**config.mk**
```make
export PLATFORM = sky130hd
export DESIGN_NAME = mem_arbiter
export DESIGN_NICKNAME = d
export VERILOG_FILES = /design/src/rtl/mem_arbiter_pkg.sv /design/src/rtl/mem_arbiter_picker.sv /design/src/rtl/mem_arbiter.sv
export SDC_FILE = /design/constraint.sdc
export NUM_CORES = 1
export LEC_CHECK = 0
export BUFFER_PORTS_ARGS = -buffer_cell sky130_fd_sc_hd__buf_4
export CAP_MARGIN = 20
export CORE_AREA = 3 3 110 112
export CTS_CLUSTER_SIZE = 10
export DETAILED_ROUTE_END_ITERATION = 10
export DIE_AREA = 0 0 113 115
export GPL_ROUTABILITY_DRIVEN = 0
export PLACE_DENSITY = 0.77
export SETUP_SLACK_MARGIN = 0.15
export SKIP_CTS_REPAIR_TIMING = 1
export SYNTH_ARGS = -nofsm -noshare
export SYNTH_HDL_FRONTEND = slang
export SYNTH_SLANG_ARGS = --single-unit
```
**constraint.sdc**
```tcl
create_clock -name clk -period 4.01 [get_ports clk]
set_clock_uncertainty 0.1 [all_clocks]
set_input_delay 0.2005 -clock clk [delete_from_list [all_inputs] [get_ports clk]]
set_output_delay 0.2005 -clock clk [all_outputs]
set_load 0.01 [all_outputs]
```
**src/rtl/mem_arbiter_pkg.sv**
```systemverilog
// mem_arb_types: shared definitions for the N-channel memory arbiter.
//   arb_state_e   - arbiter FSM states (IDLE, BUSY)
//   ARB_FIXED/RR  - priority-mode selectors fed to arb_picker
//   clog2_min1    - ceil(log2(v)) clamped to at least 1, for index/counter widths
package mem_arb_types;

    typedef enum logic {
        IDLE = 1'b0,
        BUSY = 1'b1
    } arb_state_e;

    localparam logic ARB_FIXED = 1'b0;
    localparam logic ARB_RR    = 1'b1;

    function automatic int unsigned clog2_min1(input int unsigned v);
        return (v <= 1) ? 1 : $clog2(v);
    endfunction

endpackage

```
**src/rtl/mem_arbiter_picker.sv**
```systemverilog
// arb_picker: combinational winner selection for mem_arbiter.
//   req_i        - request vector, one bit per channel
//   last_grant_i - most recently granted channel (round-robin pointer)
//   mode_i       - ARB_FIXED: lowest index wins; ARB_RR: search from last_grant_i+1
//   winner_o     - selected channel index (0 when no request)
//   valid_o      - at least one request present
module arb_picker
    import mem_arb_types::*;
#(
    parameter int unsigned NUM_CH = 2,
    parameter int unsigned GW     = 1
) (
    input  logic [NUM_CH-1:0] req_i,
    input  logic [GW-1:0]     last_grant_i,
    input  logic              mode_i,
    output logic [GW-1:0]     winner_o,
    output logic              valid_o
);

    logic [2*NUM_CH-1:0] dbl;
    logic [NUM_CH-1:0]   rot;
    int unsigned         start;
    int unsigned         idx;
    logic                found;

    // Requests are duplicated side by side so that shifting right by the
    // start position yields the wrapped search order in the low NUM_CH bits;
    // a plain lowest-bit priority encode then finds the winner.
    always_comb begin
        dbl   = {req_i, req_i};
        start = 0;
        if (mode_i == ARB_RR) begin
            start = 32'(last_grant_i) + 1;
            if (start >= NUM_CH) start = 0;
        end
        rot      = NUM_CH'(dbl >> start);
        valid_o  = |req_i;
        found    = 1'b0;
        idx      = 0;
        for (int unsigned i = 0; i < NUM_CH; i++) begin
            if (!found && rot[i]) begin
                found = 1'b1;
                idx   = start + i;
                if (idx >= NUM_CH) idx = idx - NUM_CH;
            end
        end
        winner_o = GW'(idx);
    end

endmodule

```
**src/rtl/mem_arbiter.sv**
```systemverilog
// mem_arbiter: merges NUM_CH requester memory ports onto one downstream port.
//   clk, rst                 - clock; asynchronous active-low reset
//   ch_address/read/write/byte_enable/wdata - packed per-channel requests
//   ch_rdata                 - read data broadcast (mem_rdata pass-through)
//   ch_resp                  - per-channel one-cycle completion pulse
//   mem_address/read/write/byte_enable/wdata - registered downstream request
//   mem_rdata, mem_resp      - downstream read data and completion
//   grant_id, busy           - served channel / transaction outstanding
//   timeout_err              - sticky watchdog flag (TIMEOUT=0 disables)
module mem_arbiter
    import mem_arb_types::*;
#(
    parameter int unsigned NUM_CH  = 2,
    parameter int unsigned ADDR_W  = 32,
    parameter int unsigned DATA_W  = 32,
    parameter bit          RR_MODE = 1'b1,
    parameter int unsigned TIMEOUT = 0,
    localparam int unsigned BE_W   = DATA_W / 8,
    localparam int unsigned GW     = clog2_min1(NUM_CH)
) (
    input  logic                     clk,
    input  logic                     rst,
    input  logic [NUM_CH*ADDR_W-1:0] ch_address,
    input  logic [NUM_CH-1:0]        ch_read,
    input  logic [NUM_CH-1:0]        ch_write,
    input  logic [NUM_CH*BE_W-1:0]   ch_byte_enable,
    input  logic [NUM_CH*DATA_W-1:0] ch_wdata,
    output logic [DATA_W-1:0]        ch_rdata,
    output logic [NUM_CH-1:0]        ch_resp,
    output logic [ADDR_W-1:0]        mem_address,
    output logic                     mem_read,
    output logic                     mem_write,
    output logic [BE_W-1:0]          mem_byte_enable,
    output logic [DATA_W-1:0]        mem_wdata,
    input  logic [DATA_W-1:0]        mem_rdata,
    input  logic                     mem_resp,
    output logic [GW-1:0]            grant_id,
    output logic                     busy,
    output logic                     timeout_err
);

    localparam int unsigned CW = clog2_min1(TIMEOUT + 1);

    // Field widths track the module parameters, so the latched-request
    // record is declared here rather than in the shared package.
    typedef struct packed {
        logic [ADDR_W-1:0] addr;
        logic [BE_W-1:0]   be;
        logic [DATA_W-1:0] wdata;
        logic              is_write;
    } mem_req_t;

    arb_state_e        state_q, state_d;
    mem_req_t          req_q, req_d;
    logic [GW-1:0]     grant_q, grant_d;
    logic [GW-1:0]     last_q, last_d;
    logic              rd_q, rd_d;
    logic              wr_q, wr_d;
    logic [CW-1:0]     cnt_q, cnt_d;
    logic              err_q, err_d;

    logic [GW-1:0]     winner;
    logic              win_valid;
    int unsigned       w;

    arb_picker #(
        .NUM_CH (NUM_CH),
        .GW     (GW)
    ) u_picker (
        .req_i        (ch_read | ch_write),
        .last_grant_i (last_q),
        .mode_i       (RR_MODE ? ARB_RR : ARB_FIXED),
        .winner_o     (winner),
        .valid_o      (win_valid)
    );

    always_comb begin
        state_d = state_q;
        req_d   = req_q;
        grant_d = grant_q;
        last_d  = last_q;
        rd_d    = rd_q;
        wr_d    = wr_q;
        cnt_d   = cnt_q;
        err_d   = err_q;
        ch_resp = '0;
        w       = 32'(winner);
        unique case (state_q)
            IDLE: begin
                if (win_valid) begin
                    state_d        = BUSY;
                    grant_d        = winner;
                    last_d         = winner;
                    req_d.addr     = ch_address[w*ADDR_W +: ADDR_W];
                    req_d.be       = ch_byte_enable[w*BE_W +: BE_W];
                    req_d.wdata    = ch_wdata[w*DATA_W +: DATA_W];
                    // Read+write together resolves to a write.
                    req_d.is_write = ch_write[w];
                    wr_d           = ch_write[w];
                    rd_d           = ~ch_write[w];
                    cnt_d          = '0;
                end
            end
            BUSY: begin
                if (mem_resp) begin
                    for (int unsigned i = 0; i < NUM_CH; i++) begin
                        ch_resp[i] = (32'(grant_q) == i);
                    end
                    state_d = IDLE;
                    rd_d    = 1'b0;
                    wr_d    = 1'b0;
                end else if (TIMEOUT != 0 && cnt_q != CW'(TIMEOUT)) begin
                    cnt_d = cnt_q + 1'b1;
                    if (cnt_d == CW'(TIMEOUT)) err_d = 1'b1;
                end
            end
            default: state_d = IDLE;
        endcase
    end

    always_ff @(posedge clk or negedge rst) begin
        if (!rst) begin
            state_q <= IDLE;
            req_q   <= '0;
            grant_q <= '0;
            last_q  <= GW'(NUM_CH - 1);
            rd_q    <= 1'b0;
            wr_q    <= 1'b0;
            cnt_q   <= '0;
            err_q   <= 1'b0;
        end else begin
            state_q <= state_d;
            req_q   <= req_d;
            grant_q <= grant_d;
            last_q  <= last_d;
            rd_q    <= rd_d;
            wr_q    <= wr_d;
            cnt_q   <= cnt_d;
            err_q   <= err_d;
        end
    end

    assign ch_rdata        = mem_rdata;
    assign mem_address     = req_q.addr;
    assign mem_byte_enable = req_q.be;
    assign mem_wdata       = req_q.wdata;
    assign mem_read        = rd_q;
    assign mem_write       = wr_q;
    assign grant_id        = grant_q;
    assign busy            = (state_q == BUSY);
    assign timeout_err     = err_q;

    a_no_rd_wr : assert property (@(posedge clk) disable iff (!rst)
        (ch_read & ch_write) == '0);

endmodule
```
==> run metrics <==
status=finished with violations; failing checks=hold timing; Detailed Routing Iterations Pass 1=4; all-layer global routing usage=0.163; PD cells=approximately 520 mW/mm^2; slew of the pin with the lowest slew margin=between 0.8 and 0.9 ns; filler instances=around 1100; top_reg_cell synth=dfrtp_1; WL/cell=14.7 um; area of the multi-input gates=between 0.001 and 0.0015 mm^2; Yosys reg bits=73; Syn Std Cell Area=0.00355 mm^2; Hold Slack=-0.00848 ns; Hold WC Path Type=input port to flip-flop; max-cap viol count=0; crit path cell chain=or2_2 > buf_4 > a21oi_1 > a21oi_1; Mapped Nets=around 610; Initial Utilization=0.314; min cycle time layout=around 2.2 ns; RSZ-0062 raised after global routing=no; Final Hold Viols=1; crit end category=flip-flop; post-synth top area cell=dfrtp_1; CP peak stage delay=between 0.6 and 0.7 ns; crit-path most repeated cell=a21oi_1; Root Buffer=clkbuf_16; Required @ worst endpoint=4.15 ns; YS warnings=0; antenna-violating nets left=0; worst r2r src=busy; first-pass GRT wire length=between 15000 and 20000 um; crit path max fanout=approximately 40; DRT iter0 DRCs=between 150 and 200; diode count=0; Syn Area/Cell=8.24 um^2; slowest cell on the critical path=or2_2; asr flop ratio synth=1.00; Nets=775; fin crit share=0.546; H-Tree Depth=3; total gr overflow=0; synth unique cells=20; Core Region=around 0.011 mm^2; DP HPWL=slightly above 8000 um; P_leak=between 2 and 3 nW; # setup viols final=0; WHS Endpoint=busy; area grow syn2layout=51.2%; Hold Path Origin=mem_resp; critical path class=flip-flop to flip-flop; Clock Pin Slew Worst Setup and Hold Paths=approximately 0.06 ns; worst hold path stage count=2; largest net degree at the start of global routing=74; clk_lat worst skew=around 0.32 ns; Slew Limit Fails=0; Num CTS Buffers=9; Peak VDD IR=0.239 mV; Max Clk Rate=0.457 GHz; die footprint=about 0.013 mm^2; Post-DP Area=between 0.005 and 0.006 mm^2; DR vias/cell=4.96; share of post-route cells with drive strength above 1=0.398; CTS sink count=73; CTS tree=done; Register-to-Register Path Depth=4; r2r setup slk=about 1.8 ns; post-synthesis sequential area ratio=0.515; clock buffer depth=2; pre-CTS WS=1.54 ns; Crit path buffers/inverters=1; Std-Cell Rows=39; Ports=approximately 280; drt total wl=around 11000 um; slack of the critical path=1.82 ns; input/output buffers=216; die width=113 um; antenna violations before repair=0; Pwr Total=~0.0028 W; die height=between 100 and 150 um; DRC violations left=0; Final TNS setup=0 ns; vias in the first global route=3707; Worst Path Arrival=approximately 2.3 ns; Syn Inst Count=~430; startpoint types=flip-flop; Reg area=between 0.0015 and 0.002 mm^2; top cells by area, synth=dfrtp_1, a21oi_1, buf_4; Post-synth EDFFs=0; worst rel slew slack=0.402; DR vias=around 3700; CP delay by family, top=simple AND/OR/NAND/NOR gates; reg2reg end=mem_address[19]; Synth top area share=0.507; Final Instance Area=roughly 0.0054 mm^2
==> power breakdown <==
group	internal [W]	total [W]	switching (W)
Combinational	0.000418	0.000844	0.000426
Clock	0.000624	0.000915	0.000292
Sequential	0.000904	0.00101	0.000107
==> final cells by class <==
cell class,instances,area share
repair buffers,221,0.312
inverters,1,0.000699
well taps,143,0.0333
multi-input cells,294,0.249
clock buffers,11,0.0452
clock inverters,5,0.0191
flip-flops and latches,73,0.341
==> Yosys cell counts (2+ instances only) <==
master,count
dfrtp_1,72
buf_2,3
and3_1,2
o21ai_1,5
nor2_1,70
buf_4,43
a21oi_1,137
nand2_1,71
clkbuf_1,17
==> stage by stage <==
step | cells | util
after detailed placement | 731 | 0.443
after global placement | 730 | 0.441
after CTS | 747 | 0.473
final | 748 | 0.474
after floorplan | 431 | -
after global routing | 748 | 0.474
==> cell usage in the layout, fill, tap and decap left out, drive strengths merged <==
cell	count
and3	2
nand3	1
a21o	1
nand2	71
clkinvlp	1
o21ai	5
or2	1
nor4	1
dlygate4sd3	1
buf	220
inv	1
nor2	70
bufinv	3
a21oi	137
mux2i	1
dfstp	1
dfrtp	72
clkbuf	11
conb	1
clkinv	1
o21a	1
nand2b	1
a31oi	1
==> flip-flops by register name (all words and copies together) (netlist names) <==
| register | flops |
|---|---|
| mem_address | 32 |
| mem_write | 1 |
| mem_read | 1 |
| mem_wdata | 32 |
| grant_id | 1 |
| busy | 1 |
| mem_byte_enable | 4 |
| last_q | 1 |
==> how the worst max path moves through the flow <==
stage | from | to | slack, ns | cells after the start
finish | busy | mem_address[19] | 1.82 | 4
global route | busy | mem_address[27] | 1.66 | 4
CTS | busy | mem_address[19] | 1.84 | 4
detailed placement | ch_write[1] | mem_address[19] | 1.54 | 6
global placement | ch_write[1] | mem_address[18] | 1.66 | 6
floorplan | busy | mem_address[0] | 2.51 | 6
==> cells by family after synthesis <==
family                 count (synthesis)  synth area share
and+or+nand+nor                      147             0.161
other                                  1           0.00106
AOI/OAI and AO/OA                    145             0.206
buffers and inverters                 64             0.114
DFF                                   73             0.515
muxes                                  1           0.00282
==> worst register-to-register path, stage by stage (launching register included) <==
cell	delay [ns]
dfrtp_1	0.56
or2_2	0.68
buf_4	0.49
a21oi_1	0.11
a21oi_1	0.17
==> layer usage <==
layer	vias to the layer above	wire, um	global-route usage
met1	1729	4200	0.192
li1	1728	-	-
met3	39	1070	0.0426
met2	217	5450	0.278
met4	0	291	0.0769
met5	-	0	0
(Power assumes the default switching activity.)
